===== config.mk =====
export PLATFORM = sky130hd
export DESIGN_NAME = tcb_cmn_cmd_man
export DESIGN_NICKNAME = d
export VERILOG_FILES = /design/src/rtl/tcb_cmn_cmd_man.sv
export SDC_FILE = /design/constraint.sdc
export NUM_CORES = 1
export LEC_CHECK = 0
export CORE_ASPECT_RATIO = 1.75
export CORE_MARGIN = 2
export CORE_UTILIZATION = 53
export CTS_CLUSTER_DIAMETER = 200
export CTS_CLUSTER_SIZE = 16
export DETAILED_ROUTE_END_ITERATION = 8
export GPL_ROUTABILITY_DRIVEN = 0
export PLACE_DENSITY = 0.82
export SLEW_MARGIN = 20
export SYNTH_ARGS = -nofsm -noshare
export SYNTH_HDL_FRONTEND = slang
export SYNTH_SLANG_ARGS = --single-unit

===== constraint.sdc =====
create_clock -name clk -period 5.5 [get_ports clk]
set_input_delay 0.55 -clock clk [delete_from_list [all_inputs] [get_ports clk]]
set_output_delay 0.55 -clock clk [all_outputs]
set_load 0.005 [all_outputs]

===== src/rtl/tcb_cmn_cmd_man.sv =====
// TCB manager for the common RW channel: command stream in, TCB transfers out,
// responses captured after the fixed delay DLY and returned in order through a FIFO.
module tcb_cmn_cmd_man #(
  parameter int unsigned AW        = 32,
  parameter int unsigned DW        = 32,
  parameter int unsigned DLY       = 1,
  parameter int unsigned RSP_DEPTH = 4
) (
  input  logic            clk,
  input  logic            rst_n,
  input  logic            cmd_vld,
  output logic            cmd_rdy,
  input  logic            cmd_wen,
  input  logic [AW-1:0]   cmd_adr,
  input  logic [DW/8-1:0] cmd_ben,
  input  logic [DW-1:0]   cmd_wdt,
  output logic            tcb_vld,
  input  logic            tcb_rdy,
  output logic            tcb_wen,
  output logic [AW-1:0]   tcb_adr,
  output logic [DW/8-1:0] tcb_ben,
  output logic [DW-1:0]   tcb_wdt,
  input  logic [DW-1:0]   tcb_rdt,
  input  logic            tcb_sts,
  output logic            rsp_vld,
  input  logic            rsp_rdy,
  output logic            rsp_wen,
  output logic [DW-1:0]   rsp_rdt,
  output logic            rsp_sts
);

  localparam int unsigned BW = DW/8;
  localparam int unsigned PW = $clog2(RSP_DEPTH);
  localparam int unsigned CW = $clog2(RSP_DEPTH+1);
  localparam int unsigned EW = DW+2;

  logic          req_full;
  logic          req_wen;
  logic [AW-1:0] req_adr;
  logic [BW-1:0] req_ben;
  logic [DW-1:0] req_wdt;
  logic [CW-1:0] cnt;
  logic          trn;
  logic          accept;
  logic          pop;
  logic          push;
  logic          tap;
  logic          tap_wen;

  assign trn = req_full & tcb_rdy;
  assign pop = rsp_vld & rsp_rdy;

  // A full credit count still admits a command in the cycle a response leaves.
  assign cmd_rdy = rst_n & (~req_full | tcb_rdy) & ((cnt != CW'(RSP_DEPTH)) | pop);
  assign accept  = cmd_vld & cmd_rdy;

  assign tcb_vld = req_full;
  assign tcb_wen = req_wen;
  assign tcb_adr = req_adr;
  assign tcb_ben = req_ben;
  assign tcb_wdt = req_wdt;

  always_ff @(posedge clk or negedge rst_n) begin
    if (!rst_n) begin
      req_full <= 1'b0;
      req_wen  <= 1'b0;
      req_adr  <= '0;
      req_ben  <= '0;
      req_wdt  <= '0;
    end else if (accept) begin
      req_full <= 1'b1;
      req_wen  <= cmd_wen;
      req_adr  <= cmd_adr;
      req_ben  <= cmd_ben;
      req_wdt  <= cmd_wdt;
    end else if (trn) begin
      req_full <= 1'b0;
    end
  end

  always_ff @(posedge clk or negedge rst_n) begin
    if (!rst_n) begin
      cnt <= '0;
    end else begin
      case ({accept, pop})
        2'b10:   cnt <= cnt + CW'(1);
        2'b01:   cnt <= cnt - CW'(1);
        default: cnt <= cnt;
      endcase
    end
  end

  generate
    if (DLY == 0) begin : g_nodly
      assign tap     = trn;
      assign tap_wen = req_wen;
    end else begin : g_dly
      logic [DLY-1:0] pipe_trn;
      logic [DLY-1:0] pipe_wen;
      genvar gi;

      always_ff @(posedge clk or negedge rst_n) begin
        if (!rst_n) begin
          pipe_trn[0] <= 1'b0;
          pipe_wen[0] <= 1'b0;
        end else begin
          pipe_trn[0] <= trn;
          pipe_wen[0] <= req_wen;
        end
      end

      for (gi = 1; gi < DLY; gi++) begin : g_stage
        always_ff @(posedge clk or negedge rst_n) begin
          if (!rst_n) begin
            pipe_trn[gi] <= 1'b0;
            pipe_wen[gi] <= 1'b0;
          end else begin
            pipe_trn[gi] <= pipe_trn[gi-1];
            pipe_wen[gi] <= pipe_wen[gi-1];
          end
        end
      end

      assign tap     = pipe_trn[DLY-1];
      assign tap_wen = pipe_wen[DLY-1];
    end
  endgenerate

  logic [EW-1:0] rsp_mem [RSP_DEPTH];
  logic [PW:0]   wr_ptr;
  logic [PW:0]   rd_ptr;
  logic          fifo_full;
  logic [EW-1:0] head;

  assign push      = tap;
  assign rsp_vld   = (wr_ptr != rd_ptr);
  assign fifo_full = (wr_ptr[PW] != rd_ptr[PW]) && (wr_ptr[PW-1:0] == rd_ptr[PW-1:0]);

  always_ff @(posedge clk or negedge rst_n) begin
    if (!rst_n) begin
      wr_ptr <= '0;
      rd_ptr <= '0;
    end else begin
      if (push) wr_ptr <= wr_ptr + (PW+1)'(1);
      if (pop)  rd_ptr <= rd_ptr + (PW+1)'(1);
    end
  end

  // Write responses carry no data, so their read-data field is forced to zero.
  always_ff @(posedge clk) begin
    if (push) rsp_mem[wr_ptr[PW-1:0]] <= {tap_wen, (tap_wen ? {DW{1'b0}} : tcb_rdt), tcb_sts};
  end

  assign head    = rsp_mem[rd_ptr[PW-1:0]];
  assign rsp_wen = rsp_vld & head[EW-1];
  assign rsp_rdt = rsp_vld ? head[DW:1] : '0;
  assign rsp_sts = rsp_vld & head[0];

  // Credits bound outstanding commands, so a push can never meet a full FIFO.
  assert property (@(posedge clk) disable iff (!rst_n) !(push && fifo_full && !pop));

endmodule


==> impl_metrics.csv <==
group,metric,value,unit
sta,tightest_slew,0.973,ns
synthesis,synthSimpleGateAreaFrac,5.38,%
floorplanning,initial_core_util,54.0,%
sta,relSlewSlack,35.1,%
detailed_routing,vias,4688,
sta,clock-skew-final,0.00775,ns
synthesis,synth-edff-count,136,
floorplanning,coreArea,16400,um2
sta,whs,0.411,ns
synthesis,synth_cell_types,26,
synthesis,synthAdderAreaFrac,1.08,%
sta,hold_viol_final,0,
critical_path,cp-end-kind,"primary output",
critical_path,crit_type,"reg2out",
global_routing,track_usage,19.8,%
critical_path,r2r.worst_path.cells,10,
floorplanning,die-area,17800,um2
cells_and_area,regArea,6110,um2
synthesis,synth_top_family_by_area,"multiplexers",
detailed_routing,wl,17600,um
synthesis,synth_area_per_cell,19.7,um2
detailed_routing,drtIter0Drc,151,
synthesis,synthFlopType,"edfxtp_1",
critical_path,worstPathMaxFanout,37,
cells_and_area,fin_cells,899,
synthesis,synth_xor_area_share,1.16,%
synthesis,synthCells,448,
critical_path,start_kind,"register",
detailed_routing,wire_per_inst,19.6,um
cells_and_area,multi_input_area,2560,um2
clocking,clk_latency,0.46,ns
hold_path,hold_class,"reg2reg",
cells_and_area,layout-drive-gt1-share,20.6,%
synthesis,synth-seq-cells,217,
clocking,cts_tree,"built",
cells_and_area,fillers,1070,
detailed_routing,drc,0,
floorplanning,die_y,175,um
placement,hpwl,11600,um
clocking,cts_sinks,217,
cells_and_area,area_delta_synth_final,31.6,%
sta,fmax,278,MHz
clocking,cts_buffer_depth,3,
synthesis,syn_area,8830,um2
critical_path,r2r-start,"rd_ptr[1]",
clocking,clk_pin_slew,0.07,ns
power,power.total,0.00561,W
global_routing,grt_pass1_wl,27100,um
synthesis,syn-num-nets,562,
sta,fin_crit_sh,65.4,%
hold_path,holdPathStages,0,
power,pwr_density_cell,482,nW/um2
floorplanning,fp.dieW,102,um
clocking,h-tree-depth,1,
critical_path,endpoint,"rsp_rdt[28]",
global_routing,grt.overflow.total,0,
detailed_routing,viasPerCell,5.21,
synthesis,synth_compound_area_share,0.708,%
global_routing,antenna_found_initial,1,
detailed_routing,firstDrtPassIters,4,
cells_and_area,layout_common_cells,"211 x clkdlybuf4s50_1, 136 x edfxtp_1, 79 x dfrtp_1",
synthesis,muxShareOfSynthArea,20.6,%
floorplanning,ios,213,
sta,rsz0062_at_grt,"no",
global_routing,grt_start_max_net_pins,71,
sta,slew_viol_final,0,
cells_and_area,layout_commonest_cell,"clkdlybuf4s50_1",
power,ir_drop,0.279,mV
global_routing,grt_pass1_vias,5068,
placement,io_buffers,212,
sta,period_needed,3.60,ns
sta,fin_setup_tns,0,ns
critical_path,crit_start,"rd_ptr[1]",
sta,setup_violations,0,
outcome,status,"complete, no violations",
critical_path,worst_r2r_endpoint,"cnt[2]",
placement,place_area,11100,um2
clocking,cts-resized-gates,0,
clocking,cts_made_buffers,17,
clocking,cts_root_buf,"clkbuf_16",
critical_path,cp.required,4.95,ns
synthesis,async_flop_share,37.3,%
placement,dp.cells,868,
job,maxCapViolations,0,
synthesis,yosys_warnings,0,
critical_path,arrival,3.05,ns
cells_and_area,post-route-cell-area,11600,um2
synthesis,yosysSeqAreaShare,69.2,%
cells_and_area,num-nets-final,778,
detailed_routing,ant_nets,0,
power,leakagePower,4.46,nW
critical_path,reg2reg_setup_slack,2.16,ns
floorplanning,rows,62,
[sequential cells by signal, summed over array words and instances, names as in the netlist]
name and flops:
tcb_wen 1, rsp_mem 136, rd_ptr 3, cnt 3, g_dly.pipe_trn 1, tcb_wdt 32, tcb_adr 32, tcb_ben 4
tcb_vld 1, wr_ptr 3, g_dly.pipe_wen 1
[how the worst min path moves through the flow]
| stage | endpoint | from | slack [ns] |
|---|---|---|---|
| floorplan | cnt[0] | rst_n | 0.25 |
| global placement | g_dly.pipe_wen | tcb_wen | 0.39 |
| detailed placement | g_dly.pipe_wen | tcb_wen | 0.39 |
| CTS | g_dly.pipe_wen | tcb_wen | 0.42 |
| global route | g_dly.pipe_wen | tcb_wen | 0.44 |
| finish | g_dly.pipe_wen | tcb_wen | 0.41 |
[final cells by class]
type,instances,share of cell area (%)
Clock inverter,1,0.0753
Multi-Input combinational cell,204,22.1
Sequential cell,217,52.6
Inverter,6,0.194
Timing Repair Buffer,218,18.6
Antenna cell,1,0.0215
Clock buffer,28,4.01
Tap cell,224,2.41
[per-stage QoR]
step | setup slack [ns] | utilization (%)
4_1_cts | 1.38 | 71.0
3_5_place_dp | 1.89 | 68.0
2_1_floorplan | 2.98 | -
3_3_place_gp | 2.15 | 68.0
5_1_grt | 1.72 | 71.0
6_report | 1.90 | 71.0
[where the power goes]
part | leakage [nW] | switching, W | internal, W
registers | 2.20 | 0.000224 | 0.00210
clock network | 0.227 | 0.000518 | 0.000583
logic | 2.03 | 0.000767 | 0.00142
[Yosys cell counts, types with 2 or more instances]
library cell  number  area, um2
nand2_1            3       11.3
xnor2_2            2       32.5
inv_1              6       22.5
xnor2_1            3       26.3
clkbuf_1           9       33.8
mux2_2             2       22.5
nor2b_1           32        200
ha_1               6       75.1
dfrtp_1           81       2030
and2_1            39        244
edfxtp_1         136       4080
xor2_1             5       43.8
mux2_4            68       1020
buf_6              8       90.1
mux4_2            34        766
buf_2              3       15.0
nand3_1            2       10.0
[repair_timing]
| action | in CTS | in global routing |
|---|---|---|
| endpoints found under the hold margin | 11 | 0 |
| hold buffers | 1 | 0 |
| setup buffers | 0 | 0 |
[cells by family (layout without fill, tap and decap cells)]
| group | count (synthesis) | count (layout) |
|---|---|---|
| multiplexers | 105 | 105 |
| AO/OA/AOI/OAI | 4 | 4 |
| AND/OR/NAND/NOR | 78 | 78 |
| other | 0 | 1 |
| flip-flops | 217 | 217 |
| adder cells (fa/ha/maj) | 7 | 7 |
| buffers and inverters | 27 | 253 |
| XOR/XNOR | 10 | 10 |
[critical path, stage by stage, from the launching register on]
cell and delay, ns:
dfrtp_2 0.98, xnor2_2 0.24, nand3_2 0.52, and2_1 0.35
clkdlybuf4s50_1 0.48
[routing by layer]
| layer | GRT usage [%] | vias up | wire (um) |
|---|---|---|---|
| li1 | - | 2093 | - |
| met1 | 24.0 | 2376 | 6540 |
| met2 | 34.3 | 178 | 9450 |
| met3 | 3.52 | 41 | 971 |
| met4 | 7.94 | 0 | 611 |
| met5 | 0 | - | 0 |
(Power assumes the default switching activity.)
